File: src/rtl/bcd_updown_counter.sv
// -----------------------------------------------------------------------------
// bcd_updown_counter
//
// Multi-digit BCD up/down counter with synchronous parallel load, count
// enable, a registered one-cycle wrap pulse and a sticky invalid-load flag.
// Intended for display, timer and stopwatch datapaths; tc cascades into the
// en input of a higher-order instance, and q feeds seven-segment decoders.
//
// Optional feature macro: BCD_PRESCALE_EN
//   Defined   : a PRESCALE_W-bit prescaler gates steps to one per
//               2**PRESCALE_W enabled, non-load cycles.
//   Undefined : every enabled, non-load edge is a step; PRESCALE_W unused.
//
// Parameters
//   DIGITS      number of BCD digits (1..8)
//   PRESCALE_W  prescaler width (only with BCD_PRESCALE_EN)
//
// Ports
//   clk   in   rising-edge clock
//   rst   in   asynchronous reset, active low
//   en    in   count enable
//   up    in   direction: 1 = up, 0 = down
//   load  in   synchronous parallel load (priority over stepping)
//   din   in   load value, digit 0 in bits [3:0]
//   q     out  counter value, digit k in bits [4k+3:4k]
//   tc    out  registered wrap pulse, high for one cycle after a wrapping step
//   err   out  sticky flag: last load contained a digit > 9
// -----------------------------------------------------------------------------
module bcd_updown_counter #(
  parameter int DIGITS     = 2,
  parameter int PRESCALE_W = 23
) (
  input  logic                clk,
  input  logic                rst,
  input  logic                en,
  input  logic                up,
  input  logic                load,
  input  logic [4*DIGITS-1:0] din,
  output logic [4*DIGITS-1:0] q,
  output logic                tc,
  output logic                err
);

  localparam int W = 4 * DIGITS;

  // Reject illegal configurations at elaboration time.
  if (DIGITS < 1 || DIGITS > 8 || PRESCALE_W < 1) begin : g_bad_params
    $error("bcd_updown_counter: DIGITS must be 1..8 and PRESCALE_W >= 1");
  end

  logic [W-1:0]    load_val;   // din with out-of-range digits forced to 0
  logic            load_bad;   // some din digit was > 9
  logic [W-1:0]    step_val;   // q after one up/down step
  logic [DIGITS:0] cy;         // carry (up) / borrow (down) chain
  logic            step;       // this edge performs a count step

  // Load sanitising: any digit above 9 is replaced by 0 and flagged.
  // NOTE: every output of a combinational block gets a default at the top so
  // no path leaves it unassigned; otherwise synthesis infers a latch.
  always_comb begin
    load_val = '0;
    load_bad = 1'b0;
    for (int k = 0; k < DIGITS; k++) begin
      if (din[4*k +: 4] > 4'd9) begin
        load_bad = 1'b1;
      end else begin
        load_val[4*k +: 4] = din[4*k +: 4];
      end
    end
  end

  // Ripple carry/borrow across digits. cy[k] means digit k must move; a digit
  // at its end value (9 going up, 0 going down) rolls over and passes the
  // carry on. cy[DIGITS] set means the whole counter wrapped.
  always_comb begin
    step_val = q;
    cy       = '0;
    cy[0]    = 1'b1;
    for (int k = 0; k < DIGITS; k++) begin
      if (cy[k]) begin
        if (up) begin
          if (q[4*k +: 4] >= 4'd9) begin
            step_val[4*k +: 4] = 4'd0;
            cy[k+1]            = 1'b1;
          end else begin
            step_val[4*k +: 4] = q[4*k +: 4] + 4'd1;
          end
        end else begin
          if (q[4*k +: 4] == 4'd0) begin
            step_val[4*k +: 4] = 4'd9;
            cy[k+1]            = 1'b1;
          end else begin
            step_val[4*k +: 4] = q[4*k +: 4] - 4'd1;
          end
        end
      end
    end
  end

`ifdef BCD_PRESCALE_EN
  logic [PRESCALE_W-1:0] pre;

  // The step fires on the enabled edge where the prescaler rolls from
  // all-ones back to zero.
  assign step = en & ~load & (&pre);

  always_ff @(posedge clk or negedge rst) begin
    if (!rst) begin
      pre <= '0;
    end else if (load) begin
      pre <= '0;
    end else if (en) begin
      pre <= pre + 1'b1;
    end
  end
`else
  assign step = en & ~load;
`endif

  // NOTE: state registers use non-blocking assignments so every flop samples
  // the pre-edge values, independent of statement or process ordering.
  always_ff @(posedge clk or negedge rst) begin
    if (!rst) begin
      q   <= '0;
      tc  <= 1'b0;
      err <= 1'b0;
    end else if (load) begin
      q   <= load_val;
      err <= load_bad;
      tc  <= 1'b0;
    end else if (step) begin
      q   <= step_val;
      tc  <= cy[DIGITS];
    end else begin
      tc  <= 1'b0;
    end
  end

endmodule

File: config.mk
export PLATFORM = sky130hd
export DESIGN_NAME = bcd_updown_counter
export DESIGN_NICKNAME = d
export VERILOG_FILES = /design/src/rtl/bcd_updown_counter.sv
export SDC_FILE = /design/constraint.sdc
export NUM_CORES = 1
export LEC_CHECK = 0
export CORE_ASPECT_RATIO = 0.75
export CORE_UTILIZATION = 40
export CTS_CLUSTER_DIAMETER = 50
export CTS_CLUSTER_SIZE = 10
export DETAILED_ROUTE_END_ITERATION = 8
export GPL_ROUTABILITY_DRIVEN = 0
export PLACE_DENSITY = 0.66
export SKIP_LAST_GASP = 1
export SLEW_MARGIN = 20
export SYNTH_ARGS = -nofsm -noshare
export SYNTH_HDL_FRONTEND = slang
export SYNTH_SLANG_ARGS = --single-unit
File: constraint.sdc
create_clock -name clk -period 3.9 [get_ports clk]
set_input_delay 1.17 -clock clk [delete_from_list [all_inputs] [get_ports clk]]
set_output_delay 1.17 -clock clk [all_outputs]
set_load 0.05 [all_outputs]
---- Yosys cells after proc, flatten, opt, wreduce, memory -nomap -nowiden ----
Index checks and enable logic that the tools add are counted.
cells by class
  add/sub/neg operators ................... 4
  order comparisons ....................... 4
  muxes and demuxes ....................... 22
  bitwise operators ....................... 2
  reduce and logical (&&, ||, !) cells .... 5
operators with widths
  cell                                               count
  two-way mux 4 bit                                  9
  two-way mux 8 bit                                  2
  two-way mux 1 bit                                  11
  adder 4 x 1 -> 4 bit (second input constant)       2
  >= comparator 4 bit (second input constant)        2
  > comparator 4 bit (second input constant)         2
  zero test 4 bit                                    2
  subtractor 4 x 1 -> 4 bit (second input constant)  2
  nonzero test 2 bit                                 2
  AND reduction 2 bit                                1
  bitwise AND 1 bit                                  1
  NOT 1 bit                                          1
storage, ports and cells
  register bits ........................... 10
  input port bits ......................... 13
  output and inout bits ................... 10
  word-level logic and storage cells ...... 41

---- Logic depth before layout (Yosys ltp) ----
Gate-level depths: netlist of the first run.
  depth after elaboration ................. 6
  depth in mapped cells ................... 7

---- Worst setup path before layout of the first run ----
Ideal clock, no wire load.
  kind .................................... input -> register
  start point ............................. in up
  end point ............................... reg q[4]
  library setup time ...................... 0.145 ns
  data arrival time ....................... 2.175 ns
  path slack .............................. 1.581 ns
  stages .................................. 5
  path buffers ............................ 1
  path through ............................ clkbuf_1 > nor4b_2 > a22o_2 > mux2i_1 > o211ai_1
on the way
  word-level cells in the longest chain between the ends .. 4
ends and longest elaborated chain
  what                  RTL line  text
  from (decl)           36        input logic up,
  two-way mux 4 bit     81        if (up) begin
  two-way mux 4 bit     80        if (cy[k]) begin
  two-way mux 8 bit     131       end else if (step) begin
  two-way mux 8 bit     127       end else if (load) begin
  to (signal assigned)  128       q <= load_val;
  to (signal assigned)  132       q <= step_val;
  to (decl)             39        output logic [4*DIGITS-1:0] q,
Several ways; a longest one is shown, not always the timed one. The select of a mux whose other input is x is not followed.
A chain may end at the register's enable or synchronous reset.

---- Worst setup path after layout of the first run ----
  start point ............................. in up
  end point ............................... reg q[7]
Same word-level chain as after synthesis.

==> flow_summary.json, run 1 <==
{
  "period_minus_slack_ns": 2.91,
  "synth-seq-cells": 10,
  "place_hpwl_mm": 1.76,
  "path_cells": "clkdlybuf4s50_1, nor4b_2, a22oi_1, a2111o_1, nand2_1",
  "cts_max_level": 1,
  "max_cap_violations": 0,
  "synth_top_area_share_pct": 25.7,
  "cts-root-buf": "clkbuf_4",
  "die_w_um": 59.0,
  "cp.depth": 5,
  "detail_route.iter0.violations": 46,
  "post_cts_resize_count": 0,
  "syn_nets": 138,
  "layout.nets": 156,
  "grt_pass1_vias": 839,
  "die_y_um": 44.7,
  "grt.total_usage_pct": 19.1,
  "wl_per_cell_um": 14.0,
  "drt_first_pass_iters": 4,
  "worstSetupEndpointType": "flop",
  "dieArea_um2": 2640,
  "rrSetupSlack_ns": 1.73,
  "ir_drop_mv": 0.125,
  "hp-start": "err",
  "fin_crit_sh_pct": 74.6,
  "hold_viol": 0,
  "std_cell_rows": 15,
  "worst_r2r_endpoint": "q[4]",
  "cp_top_family": "buffers and inverters",
  "numPortBuffers": 22,
  "fin_area_um2": 1230,
  "post-cts-setup-buffers": 0,
  "syn_area_um2": 973,
  "async_flop_share_pct": 100,
  "yosysSeqAreaShare_pct": 25.7,
  "numCtsBuffers": 3,
  "netlist_instances": 118,
  "finalSetupViolCount": 0,
  "post-place-ws_ns": 0.747,
  "routed_wl_mm": 2.37,
  "crit_buf_inv": 1,
  "placed_cells": 165,
  "yosysTopAreaCell": "dfrtp_1",
  "fin_cells": 169,
  "p_leak_nw": 0.482,
  "slew_headroom_pct": 57.5,
  "maxSlewViolCount": 0,
  "crit_path_top_delay_cell": "clkdlybuf4s50_1",
  "finalPower_mw": 0.437,
  "status": "complete, no violations",
  "synth_area_leaders": "dfrtp_1 (26%), ha_1 (9.0%), nor2_1 (5.0%)",
  "grt_overflow": 0,
  "n_antenna_cell": 0,
  "dominantRegCellSynth": "dfrtp_1",
  "core_um2": 2310,
  "post_dp_cell_area_um2": 1190,
  "synth_edf_count": 0,
  "clock_sinks": 10,
  "synth.distinct_cells": 40,
  "viasPerCell": 5.59,
  "cpPeakStageDelay_ns": 0.74,
  "rr_worst_depth": 6,
  "initial_utilization_pct": 42.2,
  "ant_nets": 0,
  "fin_skew_ns": 0.00713,
  "io_pins": 23,
  "grt_max_degree": 20,
  "drive_gt1_share_pct": 10.4,
  "clock_latency_ns": 0.26,
  "required_ns": 4.10,
  "path_class": "in2reg",
  "grt_pass1_wl_mm": 3.79,
  "postSynthAreaPerCell_um2": 8.25,
  "postCtsHoldBufs": 0,
  "crit_arrival_ns": 3.11,
  "path_max_fanout": 19,
  "start_kind": "input port",
  "startpoint": "up",
  "synth_warnings": 0,
  "power_density_nw_per_um2": 356,
  "critPathCapture": "q[7]",
  "drc_errors": 0,
  "grt_setup_unrepaired": "no",
  "min_path_type": "reg2reg",
  "max_freq_mhz": 344,
  "setup_slack_ns": 0.992,
  "antenna_found_initial": 0,
  "r2r_start": "q[0]",
  "clk_pin_slew_ns": 0.07,
  "area_growth_pct": 26.1,
  "vias": 944,
  "setup_tns_ns": 0,
  "final_util_pct": 53.2,
  "cts_tree": "done",
  "whs_ns": 0.539,
  "cts_buffer_depth": 2,
  "tightest_slew_ns": 0.635
}
==> registers in the layout, summed over array words and instances, names as in the netlist <==
| register | cells |
|---|---|
| q | 8 |
| err | 1 |
| tc | 1 |
==> worst min path at each step <==
stage	depth (start not counted)	end	slack [ns]
floorplan	2	err	0.77
global placement	2	err	0.52
CTS	2	err	0.54
finish	2	err	0.54
detailed placement	2	err	0.53
global route	2	err	0.58
==> area by class of cell <==
cell class / count / area, um2
Tap cell: 34 / 42.5
Fill cell: 232 / 1080
Sequential cell: 10 / 250
Inverter: 10 / 37.5
Timing Repair Buffer: 23 / 228
Clock buffer: 4 / 36.3
Multi-Input combinational cell: 88 / 633
==> kinds of logic (layout without fill, tap and decap cells) <==
family | after synthesis | in the layout | share of synthesized area (%)
AOI/OAI and AO/OA | 39 | 39 | 28.8
and+or+nand+nor | 38 | 38 | 22.1
buffers and inverters | 20 | 37 | 9.25
DFF | 10 | 10 | 25.7
adders and majority gates | 7 | 7 | 9.00
xor gates and xnor gates | 2 | 2 | 1.80
muxes | 2 | 2 | 3.34
==> layout by cell type, fill, tap and decap left out, types with 3 or more instances in the layout <==
cell	netlist	routed
clkdlybuf4s50_1	0	22
nor2_1	13	13
inv_1	10	10
dfrtp_1	10	10
ha_1	7	7
o21ai_0	6	6
nand3_1	6	6
a21oi_1	6	6
a22oi_1	4	4
nand2b_1	4	4
a31oi_1	3	3
nand2_1	3	3
clkbuf_4	0	3
==> report_power, final <==
group | total, mW | internal, mW | switching (mW)
Sequential | 0.146 | 0.115 | 0.0308
Clock | 0.0924 | 0.0566 | 0.0358
Combinational | 0.199 | 0.0852 | 0.114
==> routing by layer <==
layer / vias to the layer above / part of all wire (%) / global-route usage [%]
met4: 0 / 0.42 / 8.10
met3: 2 / 3.4 / 1.43
met2: 27 / 41 / 26.6
met1: 449 / 55 / 30.1
met5: - / 0 / 0
li1: 466 / - / -
==> cells in the mapped netlist (2+ instances only) <==
cell and n:
o311ai_0 2, a31oi_1 3, nand2b_1 4, nand3b_1 2, nor3_1 2, a211oi_1 2, buf_6 2, ha_1 7
or3b_4 2, o211ai_1 2, a21oi_1 6, o221ai_1 2, o21bai_1 2, xnor2_1 2, a22oi_1 4, clkbuf_1 7
nor3b_1 2, o21ai_0 6, dfrtp_1 10, nor2_1 13, nand3_1 6, inv_1 10, nand2_1 3
==> tightest hold or removal path, cell delays in order, from the launching register on <==
cell and delay, ns:
dfrtp_1 0.38, nor2_1 0.08, a31oi_1 0.04
Note: power is estimated with default switching activity, not from simulation.
==> inputs of run 2 (changes only) <==
- PLACE_DENSITY: 0.66 -> 0.69
- clock period: 3.9 -> 2.4 ns (I/O delays scaled with it)
==> flow_summary.json, run 2 (synthesis gave the netlist of run 1 again) <==
{
  "drc_errors": 0,
  "core_um2": 2310,
  "grt_setup_unrepaired": "no",
  "io_pins": 23,
  "initial_utilization_pct": 42.2,
  "die_y_um": 44.7,
  "min_to": "err",
  "cts_tree": "done",
  "wl_per_cell_um": 15.2,
  "cts_buffer_depth": 2,
  "r2r_start": "q[1]",
  "maxSlewViolCount": 0,
  "cts_max_level": 1,
  "min_path_type": "reg2reg",
  "drt_first_pass_iters": 4,
  "layout_common_cells": "clkdlybuf4s50_1 (16), nor2_1 (13), buf_4 (12)",
  "path_max_fanout": 7,
  "postCtsHoldBufs": 0,
  "area_growth_pct": 27.0,
  "dieArea_um2": 2640,
  "largest_reg_flops": 8,
  "hp-start": "err",
  "ant_nets": 0,
  "numCtsBuffers": 3,
  "swShare_pct": 43.2,
  "crit_arrival_ns": 1.59,
  "rr_worst_depth": 6,
  "share_comb_of_total_power_pct": 49.0,
  "final_util_pct": 53.6,
  "cp_top_family": "buffers and inverters",
  "required_ns": 1.68,
  "grt_max_degree": 12,
  "fin_crit_sh_pct": 96.1,
  "grt_pass1_vias": 876,
  "layout.nets": 161,
  "status": "complete, no violations",
  "vias": 995,
  "path_cells": "clkdlybuf4s50_1",
  "fin_area_um2": 1240,
  "drive_gt1_share_pct": 17.3,
  "p_switching_mw": 0.294,
  "grt_pass1_wl_mm": 4.16,
  "whs_ns": 0.536,
  "path_class": "reg2out",
  "crit_buf_inv": 1,
  "power_density_nw_per_um2": 550,
  "antenna_found_initial": 0,
  "p_leak_nw": 0.507,
  "final_common_cell": "clkdlybuf4s50_1",
  "viasPerCell": 5.75,
  "clock_latency_ns": 0.26,
  "numPortBuffers": 22,
  "die_w_um": 59.0,
  "top_regs": "q x8, err x1, tc x1",
  "setup_tns_ns": 0,
  "post_cts_resize_count": 0,
  "placed_cells": 170,
  "regMostFlops": "q",
  "grt.total_usage_pct": 21.0,
  "rrSetupSlack_ns": 0.31,
  "internal-power_mw": 0.386,
  "n_antenna_cell": 0,
  "clock_sinks": 10,
  "grt_overflow": 0,
  "max_cap_violations": 0,
  "slew_headroom_pct": 66.6,
  "seqPwrFrac_pct": 34.7,
  "fin_cells": 173,
  "clk_pin_slew_ns": 0.06,
  "clkPwrFrac_pct": 16.3,
  "whs_path_depth": 2,
  "std_cell_rows": 15,
  "post_dp_cell_area_um2": 1210,
  "cts-root-buf": "clkbuf_4",
  "max_freq_mhz": 433,
  "crit_path_top_delay_cell": "clkdlybuf4s50_1",
  "finalSetupViolCount": 0,
  "start_kind": "flop",
  "worst_r2r_endpoint": "q[4]",
  "cpPeakStageDelay_ns": 0.86,
  "post-cts-setup-buffers": 0,
  "detail_route.iter0.violations": 41,
  "worstSetupEndpointType": "primary output",
  "period_minus_slack_ns": 2.31,
  "place_hpwl_mm": 1.99,
  "fin_skew_ns": 0.00104,
  "tightest_slew_ns": 0.500,
  "routed_wl_mm": 2.63,
  "ir_drop_mv": 0.139,
  "hold_viol": 0
}
[run 2: per-layer routing]
metal	vias up	GRT usage [%]	share of wire (%)
li1	473	-	-
met4	0	8.10	0.99
met3	4	3.15	6.5
met1	474	30.9	48
met2	44	31.1	44
met5	-	0	0
[run 2: cell type report]
class / instances / area [um2]
well taps: 34 / 42.5
fillers: 231 / 1070
flip-flops and latches: 10 / 250
repair buffers: 28 / 250
clock buffers: 3 / 22.5
inverters: 10 / 37.5
multi-input cells: 88 / 633
[run 2: tightest hold or removal path, stage by stage (launching register included)]
cell and delay [ns]:
dfrtp_1 0.38, nor2_1 0.08, a31oi_1 0.04
[run 2: power groups by stage]
stage	Sequential [mW]	Combinational [mW]	Clock, mW
floorplan	0.278	0.186	0
global placement	0.236	0.323	0
detailed placement	0.237	0.330	0
CTS	0.234	0.332	0.116
global route	0.239	0.362	0.124
finish	0.236	0.333	0.111
[run 2: worst max-delay path by stage]
stage	startpoint	end	slack [ns]	cells past startpoint
global placement	up	q[7]	0.12	5
floorplan	q[4]	q[7]	0.21	7
global route	q[1]	q[1]	0.04	1
finish	q[1]	q[1]	0.09	1
detailed placement	up	q[7]	0.05	5
CTS	q[1]	q[1]	0.09	1
[run 2: through the flow]
| stage | power [mW] | setup slack [ns] |
|---|---|---|
| finish | 0.679 | 0.0929 |
| global route | 0.726 | 0.0393 |
| CTS | 0.682 | 0.0937 |
| detailed placement | 0.568 | 0.0540 |
| global placement | 0.559 | 0.117 |
| floorplan | 0.464 | 0.213 |
==> inputs of run 3 (changes only) <==
- PLACE_DENSITY: 0.69 -> 0.79
- clock period: 2.4 -> 1.92 ns (I/O delays scaled with it)
==> flow_summary.json, run 3 (synthesis gave the netlist of run 1 again) <==
{
  "cp.depth": 5,
  "final.fill_count": 183,
  "multi_input_area_um2": 674,
  "cts_tree": "done",
  "numCtsBuffers": 3,
  "min_path_type": "reg2reg",
  "slew_headroom_pct": 69.3,
  "drive_gt1_share_pct": 33.1,
  "place_hpwl_mm": 1.97,
  "layout.nets": 169,
  "fin_skew_ns": 0.00593,
  "post-place-ws_ns": -0.206,
  "die_w_um": 59.0,
  "grt_pass1_wl_mm": 4.11,
  "setup_slack_ns": 0.0625,
  "grt_setup_unrepaired": "no",
  "grt.total_usage_pct": 21.0,
  "initial_utilization_pct": 42.2,
  "fin_crit_sh_pct": 96.7,
  "viasPerCell": 5.62,
  "io_pins": 23,
  "postCtsHoldBufs": 0,
  "regMostFlops": "q",
  "rr_worst_depth": 5,
  "grt_max_degree": 15,
  "vias": 1022,
  "max_cap_violations": 0,
  "power_density_nw_per_um2": 713,
  "crit_arrival_ns": 2.05,
  "cts-root-buf": "clkbuf_4",
  "start_kind": "flop",
  "grt_overflow": 0,
  "maxSlewViolCount": 0,
  "antenna_found_initial": 0,
  "crit_buf_inv": 1,
  "path_max_fanout": 7,
  "n_antenna_cell": 0,
  "drt_first_pass_iters": 4,
  "whs_path_depth": 2,
  "path_cells": "inv_2, ha_4, or3b_4, mux4_2, o31ai_2",
  "max_freq_mhz": 538,
  "clock_latency_ns": 0.27,
  "final_common_cell": "buf_4",
  "crit_path_top_delay_cell": "mux4_2",
  "required_ns": 2.11,
  "path_class": "reg2reg",
  "std_cell_rows": 15,
  "layout_common_cells": "buf_4 (18), nor2_1 (13), clkdlybuf4s50_1 (11)",
  "clock_sinks": 10,
  "whs_ns": 0.549,
  "period_minus_slack_ns": 1.86,
  "drc_errors": 0,
  "ir_drop_mv": 0.217,
  "seq_area_um2": 255,
  "wl_per_cell_um": 14.1,
  "placed_cells": 178,
  "fin_cells": 182,
  "worstSetupEndpointType": "flop",
  "tightest_slew_ns": 0.454,
  "finalPower_mw": 1.02,
  "cts_buffer_depth": 2,
  "largest_reg_flops": 8,
  "p_leak_nw": 0.590,
  "hold_viol": 0,
  "grt_pass1_vias": 870,
  "die_y_um": 44.7,
  "routed_wl_mm": 2.57,
  "top_regs": "q x8, err x1, tc x1",
  "dieArea_um2": 2640,
  "clk_pin_slew_ns": 0.07,
  "ant_nets": 0,
  "core_um2": 2310,
  "cts_max_level": 1,
  "cpPeakStageDelay_ns": 0.51,
  "final_util_pct": 61.8,
  "finalSetupViolCount": 0,
  "status": "complete, no violations",
  "cp_top_family": "multiplexers",
  "numPortBuffers": 22,
  "area_growth_pct": 46.5,
  "detail_route.iter0.violations": 53
}
run 3: cell type report:
| class | instances | area share, % |
|---|---|---|
| sequential | 10 | 17.9 |
| clock buffer | 4 | 2.54 |
| timing repair buffer | 36 | 26.5 |
| inverter | 10 | 2.81 |
| tap | 34 | 2.98 |
| multi-input combinational | 88 | 47.3 |
run 3: metrics by stage:
| stage | instance area, um2 | setup TNS (ns) |
|---|---|---|
| 2_1_floorplan | 1020 | -0.0555 |
| 3_3_place_gp | 1370 | -0.751 |
| 3_5_place_dp | 1370 | -0.943 |
| 4_1_cts | 1410 | 0 |
| 5_1_grt | 1430 | 0 |
| 6_report | 1430 | 0 |
run 3: timing repair:
| action | in CTS | in global routing |
|---|---|---|
| hold endpoints to repair | 0 | 0 |
| gates resized for setup | 0 | 4 |
| buffers inserted | 0 | 0 |
| setup endpoints to repair | 0 | 4 |
run 3: worst paths after layout:
kind	startpoint	endpoint	slack, ns
setup reg to reg	q[0]	q[3]	0.06
hold reg to reg	err	err	0.55
max in group asynchronous	rst	q[5]	0.98
min in group asynchronous	rst	err	0.61
setup / recovery	q[0]	q[3]	0.06
hold / removal	err	err	0.55
run 3: worst register-to-register path, stage by stage, from the launching register on:
cell and delay, ns:
dfrtp_2 0.44, inv_2 0.07, ha_4 0.16, or3b_4 0.42, mux4_2 0.51, o31ai_2 0.17
run 3: power by group:
group	total [mW]	switching (mW)	internal [mW]
clock	0.195	0.0799	0.115
sequential	0.275	0.0378	0.237
combinational	0.547	0.289	0.258
run 3: layer usage:
metal  GRT usage [%]  vias up  part of all wire (%)
li1                -      492                     -
met1            31.7      479                    48
met2            31.4       46                    43
met3            2.87        5                   7.3
met4            5.71        0                   1.5
met5               0        -                     0
